File: config.mk
export PLATFORM = sky130hd
export DESIGN_NAME = instruction_fetch_flat
export DESIGN_NICKNAME = d
export VERILOG_FILES = /design/src/rtl/instruction_fetch_if.sv /design/src/rtl/instruction_fetch.sv /design/src/flat_wrapper.sv
export SDC_FILE = /design/constraint.sdc
export NUM_CORES = 1
export LEC_CHECK = 0
export BUFFER_PORTS_ARGS = -buffer_cell sky130_fd_sc_hd__buf_2
export CAP_MARGIN = 20
export CORE_ASPECT_RATIO = 0.75
export CORE_MARGIN = 2
export CORE_UTILIZATION = 49
export DETAILED_ROUTE_END_ITERATION = 12
export GPL_TIMING_DRIVEN = 1
export PLACE_DENSITY = 0.82
export SYNTH_ARGS = -nofsm -noshare
export SYNTH_HDL_FRONTEND = slang
export SYNTH_SLANG_ARGS = --single-unit
export TNS_END_PERCENT = 10
File: constraint.sdc
create_clock -name clk -period 2.4 [get_ports clk]
set_input_delay 0.12 -clock clk [delete_from_list [all_inputs] [get_ports clk]]
set_output_delay 0.12 -clock clk [all_outputs]
set_load 0.02 [all_outputs]
File: src/rtl/instruction_fetch_if.sv
// Bundle between the fetch stage, instruction memory and the decode stage.
//
// Handshake semantics:
//   imem_req/imem_ack: the fetch side raises imem_req with a stable imem_addr
//   and holds both until the cycle imem_ack=1. imem_ack may arrive in the
//   first cycle of imem_req. The transfer completes on the rising edge where
//   imem_req && imem_ack. Only one request is outstanding at a time.
//   if_valid/id_ready: a transfer to decode happens on the rising edge where
//   if_valid && id_ready. While if_valid && !id_ready, if_instr and if_pc do
//   not change. A redirect in the same cycle flushes the presented instruction.
interface instruction_fetch_if;
    logic        imem_req;
    logic [31:0] imem_addr;
    logic        imem_ack;
    logic [31:0] imem_rdata;
    logic        redirect;
    logic [31:0] redirect_pc;
    logic        if_valid;
    logic [31:0] if_instr;
    logic [31:0] if_pc;
    logic        id_ready;

    // Fetch stage side
    modport master (
        output imem_req, imem_addr, if_valid, if_instr, if_pc,
        input  imem_ack, imem_rdata, redirect, redirect_pc, id_ready
    );

    // Environment side: instruction memory, branch unit and decode
    modport slave (
        input  imem_req, imem_addr, if_valid, if_instr, if_pc,
        output imem_ack, imem_rdata, redirect, redirect_pc, id_ready
    );
endinterface

File: src/rtl/instruction_fetch.sv
// Fetch stage: owns the PC, issues one word request at a time to instruction
// memory and hands each instruction with its PC to decode through a one-entry
// output register backed by a one-entry pend register. A redirect flushes the
// output and either refetches at once or first waits out the stale request.
module instruction_fetch #(
    parameter logic [31:0] RESET_PC = 32'h0000_0000
) (
    input  logic                clk,
    input  logic                rst,
    instruction_fetch_if.master bus,
    output logic [1:0]          state_o
);
    localparam logic [31:0] NOP_INSTR = 32'h0000_0013;

    // FETCH: request outstanding. HOLD: output and pend both full, no request.
    // KILL: stale request still outstanding after a redirect, data discarded.
    typedef enum logic [1:0] {
        ST_FETCH = 2'd0,
        ST_HOLD  = 2'd1,
        ST_KILL  = 2'd2
    } state_t;

    state_t      state_q;
    logic [31:0] pc_q;
    logic [31:0] req_addr_q;
    logic        out_valid_q;
    logic [31:0] out_instr_q;
    logic [31:0] out_pc_q;
    logic [31:0] pend_instr_q;
    logic [31:0] pend_pc_q;

    logic [31:0] redirect_tgt;
    logic [31:0] req_addr_inc;
    logic        out_free;

    assign redirect_tgt = {bus.redirect_pc[31:2], 2'b00};
    assign req_addr_inc = req_addr_q + 32'd4;
    assign out_free     = !out_valid_q || bus.id_ready;

    // Request is gated by reset so nothing is issued while rst is held, yet it
    // is already high in the first cycle after rst falls.
    assign bus.imem_req  = !rst && (state_q != ST_HOLD);
    assign bus.imem_addr = req_addr_q;
    assign bus.if_valid  = out_valid_q;
    assign bus.if_instr  = out_instr_q;
    assign bus.if_pc     = out_pc_q;
    assign state_o       = state_q;

    // Fetch FSM with PC, request address, output and pend registers
    always_ff @(posedge clk) begin
        if (rst) begin
            state_q      <= ST_FETCH;
            pc_q         <= RESET_PC;
            req_addr_q   <= RESET_PC;
            out_valid_q  <= 1'b0;
            out_instr_q  <= NOP_INSTR;
            out_pc_q     <= RESET_PC;
            pend_instr_q <= '0;
            pend_pc_q    <= '0;
        end else if (bus.redirect) begin
            // Redirect wins over every other event; the output is flushed and
            // pend is dropped simply by never draining it.
            out_valid_q <= 1'b0;
            pc_q        <= redirect_tgt;
            case (state_q)
                ST_FETCH: begin
                    if (bus.imem_ack) begin
                        req_addr_q <= redirect_tgt;
                    end else begin
                        // Keep the stale address on the bus until it is acked.
                        state_q <= ST_KILL;
                    end
                end
                ST_HOLD: begin
                    req_addr_q <= redirect_tgt;
                    state_q    <= ST_FETCH;
                end
                ST_KILL: begin
                    if (bus.imem_ack) begin
                        req_addr_q <= redirect_tgt;
                        state_q    <= ST_FETCH;
                    end
                end
                default: state_q <= ST_FETCH;
            endcase
        end else begin
            // A consume with no new load empties the output; loads below
            // override this.
            if (out_valid_q && bus.id_ready) begin
                out_valid_q <= 1'b0;
            end
            case (state_q)
                ST_FETCH: begin
                    if (bus.imem_ack) begin
                        if (out_free) begin
                            out_valid_q <= 1'b1;
                            out_instr_q <= bus.imem_rdata;
                            out_pc_q    <= req_addr_q;
                            pc_q        <= req_addr_inc;
                            req_addr_q  <= req_addr_inc;
                        end else begin
                            pend_instr_q <= bus.imem_rdata;
                            pend_pc_q    <= req_addr_q;
                            pc_q         <= req_addr_inc;
                            state_q      <= ST_HOLD;
                        end
                    end
                end
                ST_HOLD: begin
                    if (bus.id_ready) begin
                        out_valid_q <= 1'b1;
                        out_instr_q <= pend_instr_q;
                        out_pc_q    <= pend_pc_q;
                        req_addr_q  <= pc_q;
                        state_q     <= ST_FETCH;
                    end
                end
                ST_KILL: begin
                    if (bus.imem_ack) begin
                        req_addr_q <= pc_q;
                        state_q    <= ST_FETCH;
                    end
                end
                default: state_q <= ST_FETCH;
            endcase
        end
    end
endmodule

File: src/flat_wrapper.sv
// flat-port wrapper written by rule: the top's interface ports become plain ports
module instruction_fetch_flat 
#(
    parameter logic [31:0] RESET_PC = 32'h0000_0000
)
  (clk, rst, state_o, bus_imem_req, bus_imem_addr, bus_if_valid, bus_if_instr, bus_if_pc, bus_imem_ack, bus_imem_rdata, bus_redirect, bus_redirect_pc, bus_id_ready);
  instruction_fetch_if bus_i ();
  input  logic clk;
  input  logic rst;
  output logic [1:0] state_o;
  output wire logic [$bits(bus_i.imem_req)-1:0] bus_imem_req;
  output wire logic [$bits(bus_i.imem_addr)-1:0] bus_imem_addr;
  output wire logic [$bits(bus_i.if_valid)-1:0] bus_if_valid;
  output wire logic [$bits(bus_i.if_instr)-1:0] bus_if_instr;
  output wire logic [$bits(bus_i.if_pc)-1:0] bus_if_pc;
  input wire logic [$bits(bus_i.imem_ack)-1:0] bus_imem_ack;
  input wire logic [$bits(bus_i.imem_rdata)-1:0] bus_imem_rdata;
  input wire logic [$bits(bus_i.redirect)-1:0] bus_redirect;
  input wire logic [$bits(bus_i.redirect_pc)-1:0] bus_redirect_pc;
  input wire logic [$bits(bus_i.id_ready)-1:0] bus_id_ready;
  assign bus_imem_req = bus_i.imem_req;
  assign bus_imem_addr = bus_i.imem_addr;
  assign bus_if_valid = bus_i.if_valid;
  assign bus_if_instr = bus_i.if_instr;
  assign bus_if_pc = bus_i.if_pc;
  assign bus_i.imem_ack = bus_imem_ack;
  assign bus_i.imem_rdata = bus_imem_rdata;
  assign bus_i.redirect = bus_redirect;
  assign bus_i.redirect_pc = bus_redirect_pc;
  assign bus_i.id_ready = bus_id_ready;
  instruction_fetch #(.RESET_PC(RESET_PC)) u_core (.clk(clk), .rst(rst), .bus(bus_i), .state_o(state_o));
endmodule
==> results.md, run 1 <==
- Status: finished clean
- # rows: 42
- R2r startpoint: u_core.bus.imem_addr[3]
- Number of synthesized flops with an enable pin: 0
- P&R area growth vs syn: 25.16%
- Initial Util: 50.44%
- Slew HR: 57.87%
- DRC viols: 0
- Clock sinks: 195
- Met2 usage: 41.56%
- Hold path cells: 3
- Largest net degree at the start of global routing: 67
- Drt total wl: 25.39 mm
- Deepest clock path buffer count: 2
- Final core utilization: 63.13%
- WP data required: 2.74 ns
- Share of the synthesized area in the top cell type: 43.44%
- Vias in the first global route: 8171
- Inst Count DP: 1467
- DR vias: 8848
- First-pass GRT wire length: 41.34 mm
- Port Buffers: 166
- Synth area leaders: dfxtp_1 (43%), nand2_1 (7.9%), mux2i_1 (7.6%)
- Seq cells post-synth: 195
- Synth top cells by count: dfxtp_1 (195), nand2_1 (189), a21oi_1 (110)
- Clock transition at path regs: 0.07 ns
- Width of the die: 160.4 um
- Final Hold Vio Count: 0
- Post-DP Area: 10230 sq um
- Post-synthesis cell count: 1104
- Post-Syn Nets: 1177
- Worst R2R Setup Slack: 0.19 ns
- CP Data Arrival Time: 2.55 ns
- CTS Buf Count: 17
- Maximum achievable frequency: 452.3 MHz
- TNS Setup: 0 ns
- Max-slew violations: 0
- Most frequent cell after synthesis: dfxtp_1
- Antenna violations before repair: 0
- Vias per cell: 5.727
- Full die area: 19450 sq um
- TritonCTS clock tree: built
- ANT nets after route: 0
- Worst-Margin Slew: 0.6320 ns
- Seq/Total Area, Yosys: 43.44%
- GRT busiest layer: met2
- Share of cells above drive strength 1: 20.64%
- M1 GR Usage: 35.42%
- Area leader, netlist: dfxtp_1
- R2r worst-path depth: 5
- Clock latency on the worst-skew pair: 0.43 ns
- Cell area after layout: 11250 sq um
- Critical Path Sink Type: register
- Hold EP: u_core.bus.imem_addr[4]
- VDD IR-drop max: 0.4483 mV
- Hold path start: bus_redirect_pc[4]
- Leak: 4.259 nW
- HPWL Detailed: 16.87 mm
- All-layer global routing usage: 26.23%
- Netlist Area Pre-Place: 8986 sq um
- Hold/Removal Path Class: in -> reg
- Worst Setup Start Kind: register
- Postcts setup bufs: 0
- Power Total: 0.007546 W
- Max Cap Viol: 0
- Nets: 1363
- Distinct cell type count of the synthesized netlist: 59
- ANT cells: 0
- GRT Residual Overflow: 0
- Most used DFF post-synth: dfxtp_1
- Synthesized area per cell: 8.140 sq um
- H-tree depth: 4
- First-pass DRT Iterations: 5
- FF-to-FF End: u_core.bus.imem_addr[23]
- RSZ-0062 raised after global routing: false
- Final period utilization: 92.13%
- Core Area: 17810 sq um
- Die H: 121.3 um
- Setup-failing EPs final: 0
- GP Congestion: 0.9090
- Crit Path Max Fanout: 8
- Root Driver: clkbuf_16
- Post-route minimum period: 2.211 ns
- Met3 Usage GRT: 6.186%
- Finished Layout Cells: 1545
- Yosys Warn Count: 0
- Clock Skews: 0.01076 ns
- Ys async rst share: 0%
- I/O Pins: 169
- DRT iter0 DRCs: 976
- Crit Path Class: reg -> reg
- Routed len/inst: 16.43 um
- Pwr Density: 670.9 nW/um^2
==> worst max-delay path, cell delays in order (launching register included) <==
cell and delay [ns]:
dfxtp_1 0.49, nand4_1 0.29, or4_1 0.67, o41ai_2 0.33, a21oi_1 0.11, a311oi_1 0.24
==> repair_timing <==
action,CTS,global route
setup endpoints to repair,0,36
endpoints found under the hold margin,48,0
hold buffers,46,0
resized for setup,0,4
==> cell usage in the layout (no fill, tap or decap), types with 4 or more instances in the layout <==
cell type / n
nor2b_1: 5
o22ai_1: 8
a211o_1: 4
mux2i_1: 68
a21oi_1: 110
o211ai_1: 6
buf_2: 165
nor2_1: 106
dlygate4sd3_1: 46
and3_1: 8
xnor2_1: 10
a22oi_1: 16
nor4_1: 5
a211oi_1: 65
a22o_1: 5
o221ai_1: 4
and2_1: 4
nor3_1: 18
inv_6: 4
o21ai_0: 35
clkbuf_16: 17
o31a_1: 6
a31oi_1: 9
nand3_1: 19
nand2_1: 187
a221oi_1: 4
nand4_1: 12
xor2_1: 11
and4_1: 4
buf_4: 54
dfxtp_1: 195
o32ai_1: 9
inv_1: 14
==> where the power goes <==
group | switching, W | leakage [nW] | internal, W
clock network | 0.00128 | 0.264 | 0.00138
registers | 0.000124 | 1.59 | 0.00342
logic | 0.000824 | 2.40 | 0.000521
total | 0.00223 | 4.26 | 0.00531
==> cell families (layout without fill, tap and decap cells) <==
group	after synthesis	after routing	share of synthesized area, %
muxes	68	68	7.574
DFF	195	195	43.44
xor gates and xnor gates	21	21	2.047
and+or+nand+nor	392	392	19.08
AOI/OAI and AO/OA	306	306	22.22
buffers and inverters	118	317	5.082
adders and majority gates	4	4	0.5570
==> layer usage <==
metal	vias to the layer above	wire [um]
met5	-	0
met1	4119	11610
met4	0	604
met2	376	11220
met3	55	1950
li1	4298	-
==> worst max path at each step <==
| stage | from | end | slack [ns] | cells past startpoint |
|---|---|---|---|---|
| 2_1_floorplan | u_core.state_o[0] | u_core.bus.imem_addr[16] | 0.05 | 9 |
| 3_3_place_gp | u_core.state_o[1] | u_core.bus.imem_addr[10] | 0.12 | 8 |
| 3_5_place_dp | u_core.state_o[1] | u_core.bus.imem_addr[11] | 0.1 | 8 |
| 4_1_cts | u_core.state_o[1] | u_core.bus.imem_addr[28] | 0.08 | 7 |
| 5_1_grt | u_core.bus.imem_addr[3] | u_core.bus.imem_addr[23] | 0.06 | 5 |
| 6_report | u_core.bus.imem_addr[3] | u_core.bus.imem_addr[23] | 0.19 | 5 |
==> sequential cells by signal, summed over array words and instances, names as in the netlist <==
signal / count
u_core.pend_pc_q: 32
u_core.bus.if_valid: 1
u_core.state_o: 2
u_core.pend_instr_q: 32
u_core.bus.if_instr: 32
u_core.bus.if_pc: 32
u_core.pc_q: 32
u_core.bus.imem_addr: 32
==> per-stage QoR <==
stage	setup slack (ns)	hold WS, ns
6_report	0.1890	0.01359
5_1_grt	0.05676	0.01935
4_1_cts	0.08464	0.0007152
3_5_place_dp	0.09720	0.3784
3_3_place_gp	0.1152	0.3709
2_1_floorplan	0.05249	0.2560
==> cell type report <==
cell class,instances,area (sq um)
Fill cell,1512,6568
Clock buffer,20,446.7
Timing Repair Buffer,270,1774
Tap cell,242,302.8
Clock inverter,12,97.59
Inverter,15,56.30
Multi-Input combinational cell,791,4666
Sequential cell,195,3904
No activity file was read; power rests on OpenSTA's default activity.
==> run 2, diff against run 1 <==
--- a/config.mk
+++ b/config.mk
@@ -6,4 +6,5 @@
 export NUM_CORES = 1
 export LEC_CHECK = 0
+export ABC_AREA = 1
 export BUFFER_PORTS_ARGS = -buffer_cell sky130_fd_sc_hd__buf_2
 export CAP_MARGIN = 20
==> constraint.sdc (replaced) <==
create_clock -name clk -period 2.4 [get_ports clk]
set_input_delay 0.12 -clock clk [delete_from_list [all_inputs] [get_ports clk]]
set_output_delay 0.12 -clock clk [all_outputs]
set_load 0.05 [all_outputs]
==> run 2 against run 1 <==
Compared with the run above:
- global-route usage shrank 0.33 points
- first-iteration DRC count fell by 7.3%
- final cell count increased by 11%
- area after synthesis barely moved
- critical path depth up 6
- critical path type unchanged
- highest routed layer unchanged
==> results.md, run 2 <==
- CTS Buf Count: 17 (unchanged)
- Crit Path Class: reg -> reg
- Die H: 121.3 um (about the same)
- Core Area: 17810 sq um (unchanged)
- Post-synthesis cell count: 1293 (+17%)
- Share of the synthesized area in the top cell type: 43.41% (about the same)
- Netlist Area Pre-Place: 8994 sq um (about the same)
- Deepest clock path buffer count: 2 (unchanged)
- Yosys Warn Count: 0 (unchanged)
- Clock sinks: 195 (unchanged)
- RSZ-0062 raised after global routing: false
- Port Buffers: 166 (unchanged)
- Root Driver: clkbuf_16
- Vias in the first global route: 8309 (+1.7%)
- ANT nets after route: 0 (unchanged)
- Most used DFF post-synth: dfxtp_1
- Post-Syn Nets: 1366 (+16%)
- Worst-Margin Slew: 0.5014 ns (-0.1306 ns)
- Final Hold Vio Count: 0 (unchanged)
- Slew HR: 66.57% (+8.7 points)
- ANT cells: 0 (unchanged)
- Area leader, netlist: dfxtp_1
- Post-route minimum period: 2.139 ns (-0.07188 ns)
- Synth area leaders: dfxtp_1 (43%), o21ai_0 (10%), a21oi_1 (9.8%)
- Drt total wl: 25.56 mm (+0.68%)
- DR vias: 9168 (+3.6%)
- Final period utilization: 89.13% (-3.0 points)
- Clock Skews: 0.008672 ns (-0.002083 ns)
- Initial Util: 50.48% (about the same)
- TNS Setup: 0 ns (unchanged)
- TritonCTS clock tree: built
- # rows: 42 (unchanged)
- DRC viols: 0 (unchanged)
- WP data required: 2.71 ns (-0.03 ns)
- Antenna violations before repair: 0 (unchanged)
- Status: finished clean
- Distinct cell type count of the synthesized netlist: 27 (-54%)
- Leak: 4.831 nW (+13%)
- Seq/Total Area, Yosys: 43.41% (about the same)
- HPWL Detailed: 16.93 mm (+0.35%)
- Maximum achievable frequency: 467.5 MHz (+3.4%)
- Worst Setup Start Kind: register
- Most common cell after layout, fill and taps aside: nor2_1
- GRT Residual Overflow: 0 (unchanged)
- Clock transition at path regs: 0.07 ns (about the same)
- First-pass GRT wire length: 40.71 mm (-1.5%)
- Clock latency on the worst-skew pair: 0.43 ns (about the same)
- Crit Path Max Fanout: 59 (+51)
- Fin Hold WS: 0.01312 ns (-0.0004711 ns)
- Most frequent cell after synthesis: nor2_1
- Vias per cell: 5.358 (-6.4%)
- Hold/Removal Path Class: in -> reg
- DRT iter0 DRCs: 905 (-7.3%)
- P&R area growth vs syn: 21.75%
- Full die area: 19460 sq um (about the same)
- Number of synthesized flops with an enable pin: 0 (unchanged)
- Width of the die: 160.4 um (about the same)
- Ys async rst share: 0% (unchanged)
- GP Congestion: 0.9316 (+2.5%)
- Largest net degree at the start of global routing: 94 (+40%)
- Setup-failing EPs final: 0 (unchanged)
- Max Cap Viol: 0 (unchanged)
- Synthesized area per cell: 6.956 sq um (-15%)
- VDD IR-drop max: 0.4385 mV (-2.2%)
- Max-slew violations: 0 (unchanged)
- Seq cells post-synth: 195 (unchanged)
- H-tree depth: 4 (unchanged)
- First-pass DRT Iterations: 5 (unchanged)
- Critical Path Sink Type: register
- All-layer global routing usage: 25.90% (-0.33 points)
- Pwr Density: 795.4 nW/um^2 (+19%)
- Nets: 1529 (+12%)
- Most frequent cells in the layout: nor2_1 (224), nand2_1 (196), dfxtp_1 (195)
- CP Data Arrival Time: 2.45 ns (-0.10 ns)
- Share of cells above drive strength 1: 16.07% (-4.6 points)
- I/O Pins: 169 (unchanged)
- Routed len/inst: 14.94 um (-9.1%)
- Postcts setup bufs: 0 (unchanged)
- Synth top cells by count: nor2_1 (224), nand2_1 (196), dfxtp_1 (195)
[run 2: cell count changes after synthesis, sizes merged, moves of 9 or more]
cell,change
o21ai,+172
nor2,+119
inv,+85
a21oi,+67
a211oi,-65
clkbuf,-40
mux2i,-34
buf,+21
nor3,-19
a22oi,-16
nand3,+14
nand4,-13
o32ai,-9
[run 2: logic make-up (layout without fill, tap and decap cells)]
| group | Yosys count | in the layout | synth area share, % |
|---|---|---|---|
| fa+ha+maj | 4 | 4 | 0.5565 |
| compound gates | 406 | 406 | 22.97 |
| simple gates | 462 | 462 | 20.03 |
| flops | 195 | 195 | 43.41 |
| xor+xnor | 9 | 9 | 0.8765 |
| buf+inv | 183 | 359 | 8.375 |
| mux | 34 | 34 | 3.784 |
[run 2: final timing paths]
path                                             end               start  slack [ns]  depth (start not counted)
worst max register to register  u_core.bus.if_pc[14]   u_core.state_o[0]        0.26                         11
worst min register to register        u_core.pc_q[0]      u_core.pc_q[0]        0.47                          2
worst max-delay path            u_core.bus.if_pc[14]   u_core.state_o[0]        0.26                         11
worst min-delay path                  u_core.pc_q[6]  bus_redirect_pc[6]        0.01                          3
[run 2: per-stage QoR]
stage                     worst slack, ns  cells  instance area, sq um  total power (W)  utilization [%]
after floorplan                    0.1276   1293                  8994         0.005340                -
after global placement             0.4158   1640                  9996         0.005887            56.11
after detailed placement           0.2933   1640                  9996         0.005933            56.11
after CTS                          0.2805   1711                 10950         0.008708            61.46
after global routing              0.08980   1711                 10950         0.009082            61.46
final                              0.2608   1711                 10950         0.008709            61.46
[run 2: repair_timing]
item / in CTS / in global routing
endpoints found under the hold margin: 57 / 0
resized for setup: 0 / 0
hold buffers: 39 / 0
[run 2: metal layers]
layer  up-vias  GRT usage (%)  share of wire (%)
li1       4574              -                  -
met1      4160          34.50                 45
met3        33          5.776                8.9
met2       401          42.35                 45
met4         0          7.489                1.6
met5         -              0                  0
[run 2: where the power goes]
group | switching [W] | leakage, nW | internal [W]
Clock | 0.00135 | 0.274 | 0.00142
Combinational | 0.00161 | 2.96 | 0.000607
Sequential | 0.000233 | 1.60 | 0.00349
Total | 0.00319 | 4.83 | 0.00551
[run 2: area by class of cell]
class                   instances  area [sq um]
well taps                     242         302.8
flip-flops and latches        195          3904
inverters                      99         374.1
clock inverters                13         110.1
repair buffers                228          1456
clock buffers                  19         452.9
multi-input cells             915          4349
fillers                      1585          6865
[run 2: worst max-delay path: stages, from the launching register on]
cell and delay (ns):
dfxtp_1 0.40, inv_1 0.10, ha_1 0.30, inv_2 0.11
nand2_1 0.07, nand2_1 0.08, nor3_2 0.04, nand2_2 0.14
clkinv_2 0.22, buf_12 0.25, o21ai_0 0.21, a21oi_1 0.07
==> run 3, diff against run 2 <==
Settings changed: CTS_BUF_LIST set to sky130_fd_sc_hd__clkbuf_4 sky130_fd_sc_hd__clkbuf_8 sky130_fd_sc_hd__clkbuf_16, RECOVER_POWER set to 25.
==> run 3 against run 2 <==
Compared with the run above:
- register-to-register slack hardly changed
- fmax up 0.42%
- combinational power about the same
- clock power hardly changed
- via count rose by 0.32%
- cell area down 0.83%
- worst setup slack better by 0.0089 ns
- critical endpoint unchanged
==> results.md, run 3 (synthesis gave the netlist of run 2 again) <==
- CTS Buf Count: 17 (unchanged)
- Root Driver: clkbuf_16
- WL met3: 2.291 mm (+1.1%)
- Clock sinks: 195 (unchanged)
- Clock transition at path regs: 0.07 ns (about the same)
- H-tree depth: 4 (unchanged)
- Max-slew violations: 0 (unchanged)
- GRT Residual Overflow: 0 (unchanged)
- Fillers: 1624 (+2.5%)
- Most frequent cells in the layout: nor2_1 (224), nand2_1 (196), dfxtp_1 (195)
- DRC viols: 0 (unchanged)
- RSZ-0062 raised after global routing: false
- # rows: 42 (unchanged)
- Clock latency on the worst-skew pair: 0.43 ns (about the same)
- Cell area after layout: 10860 sq um (-0.83%)
- Clock Skews: 0.008625 ns (-0.00004669 ns)
- TNS Setup: 0 ns (unchanged)
- Register Area: 3904 sq um (unchanged)
- Setup-failing EPs final: 0 (unchanged)
- Drt total wl: 25.54 mm (-0.11%)
- DRT iter0 DRCs: 923 (+2.0%)
- P&R area growth vs syn: 20.73%
- All-layer global routing usage: 25.90% (unchanged)
- Leak: 4.551 nW (-5.8%)
- Crit Path Class: reg -> reg
- Top Layer Used: met4
- I/O Pins: 169 (unchanged)
- Post-route minimum period: 2.130 ns (-0.008931 ns)
- First-pass GRT wire length: 40.71 mm (unchanged)
- Status: finished clean
- Post-CTS Hold Buffers: 39 (unchanged)
- WP data required: 2.71 ns (about the same)
- Most common cell after layout, fill and taps aside: nor2_1
- Width of the die: 160.4 um (unchanged)
- Full die area: 19460 sq um (unchanged)
- Antenna violations before repair: 0 (unchanged)
- Hold/Removal Path Class: in -> reg
- ANT nets after route: 0 (unchanged)
- Port Buffers: 166 (unchanged)
- Vias per cell: 5.375 (+0.32%)
- Maximum achievable frequency: 469.4 MHz (+0.42%)
- Post-DP Area: 9996 sq um (unchanged)
- Share of cells above drive strength 1: 11.10% (-5.0 points)
- Die H: 121.3 um (unchanged)
- Postcts setup bufs: 0 (unchanged)
- Vias in the first global route: 8309 (unchanged)
- ANT cells: 0 (unchanged)
- Met1 wire length: 11.36 mm (-0.37%)
- Core Area: 17810 sq um (unchanged)
- Final Hold Vio Count: 0 (unchanged)
- Worst-Margin Slew: 0.6875 ns (+0.1860 ns)
- Final period utilization: 88.76% (-0.37 points)
- VDD IR-drop max: 0.4422 mV (+0.84%)
- Pwr Density: 798.8 nW/um^2 (+0.43%)
- HPWL Detailed: 16.93 mm (unchanged)
- Deepest clock path buffer count: 2 (unchanged)
- Worst Setup Start Kind: register
- Initial Util: 50.48% (unchanged)
- Critical Path Sink Type: register
- Footprint of the multi-input gates: 4349 sq um (unchanged)
- Crit Path Max Fanout: 59 (unchanged)
- TritonCTS clock tree: built
- First-pass DRT Iterations: 6 (+1)
- Nets: 1529 (unchanged)
- Max Cap Viol: 0 (unchanged)
- WL met2: 11.46 mm (-0.13%)
- PostCTS Resize Cnt: 0 (unchanged)
- Routed len/inst: 14.92 um (-0.11%)
- Slew HR: 54.37% (-12 points)
- DR vias: 9197 (+0.32%)
- CP Data Arrival Time: 2.44 ns (about the same)
- GP Congestion: 0.9316 (unchanged)
- Largest net degree at the start of global routing: 94 (unchanged)
run 3: cell count changes in the layout (fill, tap and decap cells not counted), sizes merged:
cell    delta
clkbuf    +73
buf       -73
run 3: through the flow:
| stage | power, W | hold slack (ns) | cells | utilization (%) | setup WS, ns |
|---|---|---|---|---|---|
| finish | 0.008674 | 0.008563 | 1711 | 60.95 | 0.2698 |
| CTS | 0.008708 | 0.003686 | 1711 | 61.46 | 0.2805 |
| floorplan | 0.005340 | 0.2766 | 1293 | - | 0.1276 |
| global placement | 0.005887 | 0.3862 | 1640 | 56.11 | 0.4158 |
| detailed placement | 0.005933 | 0.3917 | 1640 | 56.11 | 0.2933 |
| global route | 0.009048 | 0.01725 | 1711 | 60.95 | 0.08863 |
run 3: path summary, 6_finish.rpt:
check / from / to / slack, ns / depth (start not counted)
worst max-delay path: u_core.state_o[0] / u_core.bus.if_pc[14] / 0.27 / 11
worst max register to register: u_core.state_o[0] / u_core.bus.if_pc[14] / 0.27 / 11
worst min-delay path: bus_redirect_pc[4] / u_core.pc_q[4] / 0.009 / 3
worst min register to register: u_core.pc_q[0] / u_core.pc_q[0] / 0.47 / 2
run 3: power breakdown:
part	switching, W	total (W)	leakage [nW]	internal (W)
Clock	0.00134	0.00276	0.274	0.00142
Sequential	0.000237	0.00373	1.60	0.00349
Combinational	0.00162	0.00219	2.68	0.000569
Total	0.00320	0.00867	4.55	0.00548
run 3: area by class of cell:
| type | instances | area share [%] |
|---|---|---|
| clock buffers | 19 | 4.171 |
| clock inverters | 13 | 1.014 |
| inverters | 99 | 3.446 |
| multi-input cells | 915 | 40.06 |
| flip-flops and latches | 195 | 35.95 |
| well taps | 242 | 2.789 |
| repair buffers | 228 | 12.57 |
run 3: layer usage:
layer | vias up | GRT usage (%)
met2 | 395 | 42.35
met1 | 4199 | 34.50
met4 | 0 | 7.489
met5 | - | 0
met3 | 33 | 5.776
li1 | 4570 | -
run 3: critical path, stage by stage, from the launching register on:
cell and delay [ns]:
dfxtp_1 0.40, inv_1 0.10, ha_1 0.30, inv_2 0.11, nand2_1 0.07, nand2_1 0.08
nor3_2 0.04, nand2_2 0.14, clkinv_2 0.22, buf_12 0.25, o21ai_0 0.21, a21oi_1 0.07
